$ cat src/rtl/mypipeslice.sv
// ============================================================================
// Module   : mypipeslice
// Purpose  : valid/ready pipeline slice with selectable forward, backward or
//            full register boundary, synchronous flush and occupancy output.
// Revision : 1.0 - initial release
// ============================================================================
`default_nettype none

module mypipeslice_dreg #(
    parameter int DW   = 32,
    parameter     NAME = "mypipeslice_dreg"
) (
    input  logic          clk,
    input  logic          i_en,
    input  logic [DW-1:0] i_d,
    output logic [DW-1:0] o_q
);
    localparam int c_TAG_BITS = $bits(NAME);

    // Payload storage is deliberately reset-free; only the valid flags carry state.
    always_ff @(posedge clk) begin
        if (i_en) begin
            o_q <= i_d;
        end
    end

    generate
        if (c_TAG_BITS == 0) begin : g_untagged
        end
    endgenerate
endmodule

module mypipeslice #(
    parameter int DW   = 32,
    parameter int MODE = 3,
    parameter     NAME = "mypipeslice"
) (
    input  logic          clk,
    input  logic          rst,
    input  logic          flush,
    input  logic          i_vld,
    output logic          i_rdy,
    input  logic [DW-1:0] data_i,
    output logic          o_vld,
    input  logic          o_rdy,
    output logic [DW-1:0] data_o,
    output logic [1:0]    occ
);
    generate
        if (MODE == 0) begin : g_pass
            assign o_vld  = i_vld;
            assign data_o = data_i;
            assign i_rdy  = o_rdy;
            assign occ    = 2'd0;

        end else if (MODE == 1) begin : g_fwd
            logic          r_ov;
            logic [DW-1:0] r_od;
            logic          w_acc;

            assign i_rdy = rst & (~r_ov | o_rdy);
            assign w_acc = i_rdy & i_vld;

            always_ff @(posedge clk) begin
                if (!rst || flush) begin
                    r_ov <= 1'b0;
                end else if (i_rdy) begin
                    r_ov <= i_vld;
                end
            end

            mypipeslice_dreg #(.DW(DW), .NAME(NAME)) u_od (
                .clk  (clk),
                .i_en (w_acc),
                .i_d  (data_i),
                .o_q  (r_od)
            );

            assign o_vld  = r_ov;
            assign data_o = r_od;
            assign occ    = {1'b0, r_ov};

        end else if (MODE == 2) begin : g_skid
            logic          r_sv;
            logic [DW-1:0] r_sd;
            logic          w_cap;

            assign i_rdy = rst & ~r_sv;
            // A beat is only parked when downstream stalls it on its way through.
            assign w_cap = i_vld & i_rdy & ~o_rdy;

            always_ff @(posedge clk) begin
                if (!rst || flush) begin
                    r_sv <= 1'b0;
                end else if (w_cap) begin
                    r_sv <= 1'b1;
                end else if (r_sv && o_rdy) begin
                    r_sv <= 1'b0;
                end
            end

            mypipeslice_dreg #(.DW(DW), .NAME(NAME)) u_sd (
                .clk  (clk),
                .i_en (w_cap),
                .i_d  (data_i),
                .o_q  (r_sd)
            );

            assign o_vld  = r_sv | (i_vld & rst);
            assign data_o = r_sv ? r_sd : data_i;
            assign occ    = {1'b0, r_sv};

        end else begin : g_full
            logic          r_mv;
            logic          r_sv;
            logic [DW-1:0] r_md;
            logic [DW-1:0] r_sd;
            logic          w_acc;
            logic          w_pop;
            logic          w_mv_nxt;
            logic          w_sv_nxt;
            logic          w_md_en;
            logic          w_md_from_skid;
            logic          w_sd_en;
            logic [DW-1:0] w_md_d;

            assign i_rdy = rst & ~r_sv;
            assign w_acc = i_vld & i_rdy;
            assign w_pop = r_mv & o_rdy;

            // The main register always holds the oldest beat; the skid only
            // fills when main is occupied and not draining.
            always_comb begin
                w_mv_nxt       = r_mv;
                w_sv_nxt       = r_sv;
                w_md_en        = 1'b0;
                w_md_from_skid = 1'b0;
                w_sd_en        = 1'b0;
                if (!r_mv) begin
                    if (w_acc) begin
                        w_mv_nxt = 1'b1;
                        w_md_en  = 1'b1;
                    end
                end else if (w_pop) begin
                    if (r_sv) begin
                        w_md_en        = 1'b1;
                        w_md_from_skid = 1'b1;
                        w_sv_nxt       = 1'b0;
                    end else if (w_acc) begin
                        w_md_en = 1'b1;
                    end else begin
                        w_mv_nxt = 1'b0;
                    end
                end else if (w_acc) begin
                    w_sv_nxt = 1'b1;
                    w_sd_en  = 1'b1;
                end
            end

            always_ff @(posedge clk) begin
                if (!rst || flush) begin
                    r_mv <= 1'b0;
                    r_sv <= 1'b0;
                end else begin
                    r_mv <= w_mv_nxt;
                    r_sv <= w_sv_nxt;
                end
            end

            assign w_md_d = w_md_from_skid ? r_sd : data_i;

            mypipeslice_dreg #(.DW(DW), .NAME(NAME)) u_md (
                .clk  (clk),
                .i_en (w_md_en),
                .i_d  (w_md_d),
                .o_q  (r_md)
            );

            mypipeslice_dreg #(.DW(DW), .NAME(NAME)) u_sd (
                .clk  (clk),
                .i_en (w_sd_en),
                .i_d  (data_i),
                .o_q  (r_sd)
            );

            assign o_vld  = r_mv;
            assign data_o = r_md;
            assign occ    = {1'b0, r_mv} + {1'b0, r_sv};
        end
    endgenerate
endmodule

`default_nettype wire

$ cat config.mk
export PLATFORM = sky130hd
export DESIGN_NAME = mypipeslice
export DESIGN_NICKNAME = d
export VERILOG_FILES = /design/src/rtl/mypipeslice.sv
export SDC_FILE = /design/constraint.sdc
export NUM_CORES = 1
export LEC_CHECK = 0
export CAP_MARGIN = 20
export CORE_MARGIN = 10
export CORE_UTILIZATION = 45
export CTS_BUF_LIST = sky130_fd_sc_hd__clkbuf_4 sky130_fd_sc_hd__clkbuf_8
export CTS_CLUSTER_SIZE = 30
export DETAILED_ROUTE_END_ITERATION = 8
export PLACE_DENSITY = 0.76
export SKIP_CTS_REPAIR_TIMING = 1
export SLEW_MARGIN = 15
export SYNTH_ARGS = -nofsm -noshare
export SYNTH_HDL_FRONTEND = slang
export SYNTH_SLANG_ARGS = --single-unit
$ cat constraint.sdc
create_clock -name clk -period 3.1 [get_ports clk]
set_input_delay 0.62 -clock clk [delete_from_list [all_inputs] [get_ports clk]]
set_output_delay 0.62 -clock clk [all_outputs]
set_load 0.005 [all_outputs]
# Word level (Yosys, flattened, before mapping)
# Cells that the tools add are included.
dict set report totals {
  ff_bits 66
  inputBits 37
  out_inout_bits 36
  word_cells 27
}
dict set report classes {
  add_sub_neg 1
  mux 14
  bitwise_logic 4
  n_reduce_logical 4
}
# op count
set op_table {}
lappend op_table {{32-bit 2-to-1 mux} 1}
lappend op_table {{1-bit 2-to-1 mux} 13}
lappend op_table {{1-bit bitwise AND} 3}
lappend op_table {{1-bit by 1-bit adder with 2-bit output} 1}
lappend op_table {{2-bit AND reduction} 1}
lappend op_table {{2-bit nonzero test} 1}
lappend op_table {{1-bit logical NOT} 1}
lappend op_table {{1-bit logical OR} 1}
lappend op_table {{1-bit inverter} 1}

# Logic depth before layout (Yosys ltp)
dict set report depth {
  depth_word 7
  mapped_depth 3
  mapped_depth_nobuf 3
}

# Cells and area by module
# A second synthesis with hierarchy kept.
dict set report unflattened {
  hier_cells 115
  hier_area_um2 2567.5
}
# module n_inst cells_per_inst area_per_inst_um2 seq_area_each_um2
set by_module_without_submodules {}
lappend by_module_without_submodules {mypipeslice_dreg 2 32 960.9 960.9}
lappend by_module_without_submodules {mypipeslice 1 51 645.6 40.0}

# Worst setup path before layout
# OpenSTA, ideal clock, no wires.
dict set report synth_path {
  path_type {input port to flip-flop}
  startpoint {input i_vld}
  endpoint {register g_full.u_md.o_q[0], enable pin}
  setup_ns 0.432
  arrival_ns 2.305
  path_slack_ns 0.363
  stages 2
  path_buffers 0
  path_cell_list {nand3b_1 a21oi_1}
}
dict set report synth_between {
  elab_chain_cells 5
}
# element line_no
set synth_rtl {}
lappend synth_rtl {{from (decl)} 41} ;# input logic i_vld,
lappend synth_rtl {{1-bit bitwise AND *} 128} ;# assign w_acc = i_vld & i_rdy;
lappend synth_rtl {{1-bit 2-to-1 mux *} {140, 149}}
lappend synth_rtl {{1-bit 2-to-1 mux} 145} ;# if (r_sv) begin
lappend synth_rtl {{1-bit 2-to-1 mux} 144} ;# end else if (w_pop) begin
lappend synth_rtl {{1-bit 2-to-1 mux *} 139} ;# if (!r_mv) begin
lappend synth_rtl {{net g_full.u_md.i_en} 14} ;# input logic i_en,
lappend synth_rtl {{to (signal assigned)} 23} ;# o_q <= i_d;
lappend synth_rtl {{to (decl)} 16} ;# output logic [DW-1:0] o_q
# The timed path passes the listed nets; every way through them passes the cells marked *.
# A chain may end at the register's enable or synchronous reset.

# Worst setup path in the final report
dict set report layout_path {
  startpoint {input rst}
  endpoint {output i_rdy}
}
dict set report layout_between {
  elab_chain_cells 1
}
# element line_no
set layout_rtl {}
lappend layout_rtl {{from (decl)} 39} ;# input logic rst,
lappend layout_rtl {{1-bit bitwise AND} 127} ;# assign i_rdy = rst & ~r_sv;
lappend layout_rtl {{to (decl)} 42} ;# output logic i_rdy,
# Every way passes these cells.

==> results.cfg <==
[drt]
avgViaCountPerCell = 4.70
num_vias = 1293
detail_route.wirelength_mm = 5.10
drt-wirelength-per-cell_um = 18.6
iteration_count_of_the_initial_detailed_routing_pass = 4
drt_drc_violations_left = 0
detail-route-antenna-nets = 0
detail_route.iter0.violations = 73

[synthesis]
ys_ff_latch = 66
number_of_different_library_cells_in_the_post_synthesis_netlist = 16
ys_seq_area_frac = 0.765
ys_warn_count = 0
synth_instances = 116
net_count_after_synthesis = 154
mean_instance_size_in_the_synthesized_netlist_sq_um = 22.1
synth_area_sq_um = 2560

[timing]
transition_at_the_pin_with_the_smallest_max_transition_slack_ps = 491
finClkSkew_ps = 6.02
fmax_mhz = 409
tns_ps = 0
setup_viol_count_final = 0
timing.final.crit_share = 0.788
fin_crit_period_ps = 2440
final_hold_violation_count = 0
rsz0062_at_grt = no
timing.max_slew.rel_slack = 0.673
maxSlewViolCount = 0

[pwr]
power_frac_clock = 0.367
sw_frac_of_total = 0.200
share_comb_of_total_power = 0.080
p_switching_uw = 366
cellLeakagePower_nw = 1.33
internal_power_mw = 1.47
seqPwrFrac = 0.552
p_per_area_nw_per_um2 = 514
irDropWorstVdd_mv = 0.280
totalPowerFinal_mw = 1.83

[floorplanning]
placeableCoreArea_sq_um = 5510
number_of_placement_rows = 27
die_area_sq_um = 9120
start_util = 0.466
die_x_um = 95.5
design.portCount = 73
die_h_um = 95.5

[grt]
gr_usage_total = 0.115
grt_first_pass_wirelength_mm = 7.73
antenna_found_initial = 0
grt_start_max_net_pins = 33
grt.overflow.total = 0
grt_pass1_vias = 1423

[cells_and_area]
final_area_sq_um = 3570
final_net_count = 237
num_antenna_cells = 0
layout-area-overhead-vs-synth_pct = 39.2
post-route-util = 0.648
stdcell_count = 275
post_route_cells_drive_above_1_share = 0.251

[place]
place_area_sq_um = 3390
port-buffer-count = 72
gp_congestion = 0.729
cell_count_after_placement = 260
post-dp-hpwl_mm = 3.70

[clock_tree]
clock-sinks = 66
cts_root_buf = sky130_fd_sc_hd__clkbuf_8
clock_tree_from_tritoncts = built
max-clock-path-buffers = 2
number_of_levels_the_h_tree_was_split_into = 3
clk_pin_slew_worst_paths_ps = 70
clock_insertion_delay_worst_skew_ps = 330
cts_made_buffers = 9

[worst_setup_path]
critical_path_class = primary input to primary output
required_time_reported_for_the_critical_path_endpoint_ps = 2480
crit_path_end_kind = primary output
timing.critical_path.fanout_max = 3
critPathLaunchType = primary input
worstPathArrival_ps = 1820

[run]
max_cap_violations = 0

[min_path]
hold_class = flip-flop to flip-flop

[outcome]
outcome = finished clean
per-layer routing:
layer | up-vias | GRT usage | part of all wire
met5 | - | 0 | 0
met2 | 44 | 0.190 | 0.52
li1 | 624 | - | -
met3 | 7 | 0.0479 | 0.074
met1 | 618 | 0.126 | 0.39
met4 | 0 | 0.0553 | 0.017
cell usage after synthesis (all sizes together):
library cell | n | area (sq um)
a211oi | 1 | 7.51
and3 | 1 | 6.26
nand3 | 1 | 10.0
inv | 1 | 3.75
dfxtp | 2 | 40.0
nor2b | 2 | 12.5
edfxtp | 64 | 1920
o21ai | 1 | 5.00
nand2 | 1 | 3.75
mux2 | 32 | 473
buf | 3 | 33.8
nand3b | 1 | 7.51
a21oi | 3 | 15.0
ha | 1 | 12.5
nand2b | 2 | 12.5
flip-flops by register name, summed over array words and instances, names as in the netlist:
name / flops
o_vld: 1
g_full.u_sd.o_q: 32
g_full.u_md.o_q: 32
g_full.r_sv: 1
cell usage in the layout, fill, tap and decap left out, types with 2 or more instances in the layout:
cell type / count
sky130_fd_sc_hd__a21oi_1: 2
sky130_fd_sc_hd__buf_4: 2
sky130_fd_sc_hd__clkbuf_8: 9
sky130_fd_sc_hd__clkdlybuf4s50_1: 72
sky130_fd_sc_hd__clkinv_2: 2
sky130_fd_sc_hd__clkinvlp_4: 2
sky130_fd_sc_hd__dfxtp_1: 2
sky130_fd_sc_hd__edfxtp_1: 64
sky130_fd_sc_hd__mux2_2: 2
sky130_fd_sc_hd__mux2_4: 30
sky130_fd_sc_hd__nand2b_1: 2
sky130_fd_sc_hd__nor2b_1: 2
area by class of cell:
| cell class | instances | area, sq um |
|---|---|---|
| clock buffer | 9 | 124 |
| clock inverter | 6 | 58.8 |
| fill | 391 | 1940 |
| inverter | 1 | 3.75 |
| multi-input combinational | 46 | 577 |
| sequential | 66 | 1960 |
| tap | 72 | 90.1 |
| timing repair buffer | 75 | 756 |
worst max-delay path, cell delays in order:
cell	delay, ps
sky130_fd_sc_hd__clkdlybuf4s50_1	500
sky130_fd_sc_hd__nor2b_1	170
sky130_fd_sc_hd__clkdlybuf4s50_1	530
logic make-up after synthesis:
family | share of synthesized area
AND/OR/NAND/NOR | 0.0205
AO/OA/AOI/OAI | 0.0107
adder cells (fa/ha/maj) | 0.00488
flip-flops | 0.765
multiplexers | 0.184
buffers and inverters | 0.0146
per-stage QoR:
step                      hold WS (ps)  worst slack (ps)
after floorplan                    525               363
after global placement             531               643
after detailed placement           537               586
after CTS                          550               643
after global routing               566               572
final                              547               657
power groups by stage:
stage | Combinational, mW | Clock, mW | Sequential [mW]
after floorplan | 0.0422 | 0 | 1.03
after global placement | 0.145 | 0 | 1.03
after detailed placement | 0.150 | 0 | 1.03
after CTS | 0.150 | 0.687 | 1.01
after global routing | 0.158 | 0.725 | 1.01
final | 0.148 | 0.674 | 1.01
path summary, 6_finish.rpt:
kind,cells past startpoint,slack (ps),start,endpoint
setup / recovery,3,660,rst,i_rdy
setup reg to reg,3,1260,o_vld,g_full.u_md.o_q[8]
hold reg to reg,1,550,g_full.u_sd.o_q[7],g_full.u_md.o_q[7]
hold / removal,1,550,g_full.u_sd.o_q[7],g_full.u_md.o_q[7]
Power figures use the tool's default switching activity.
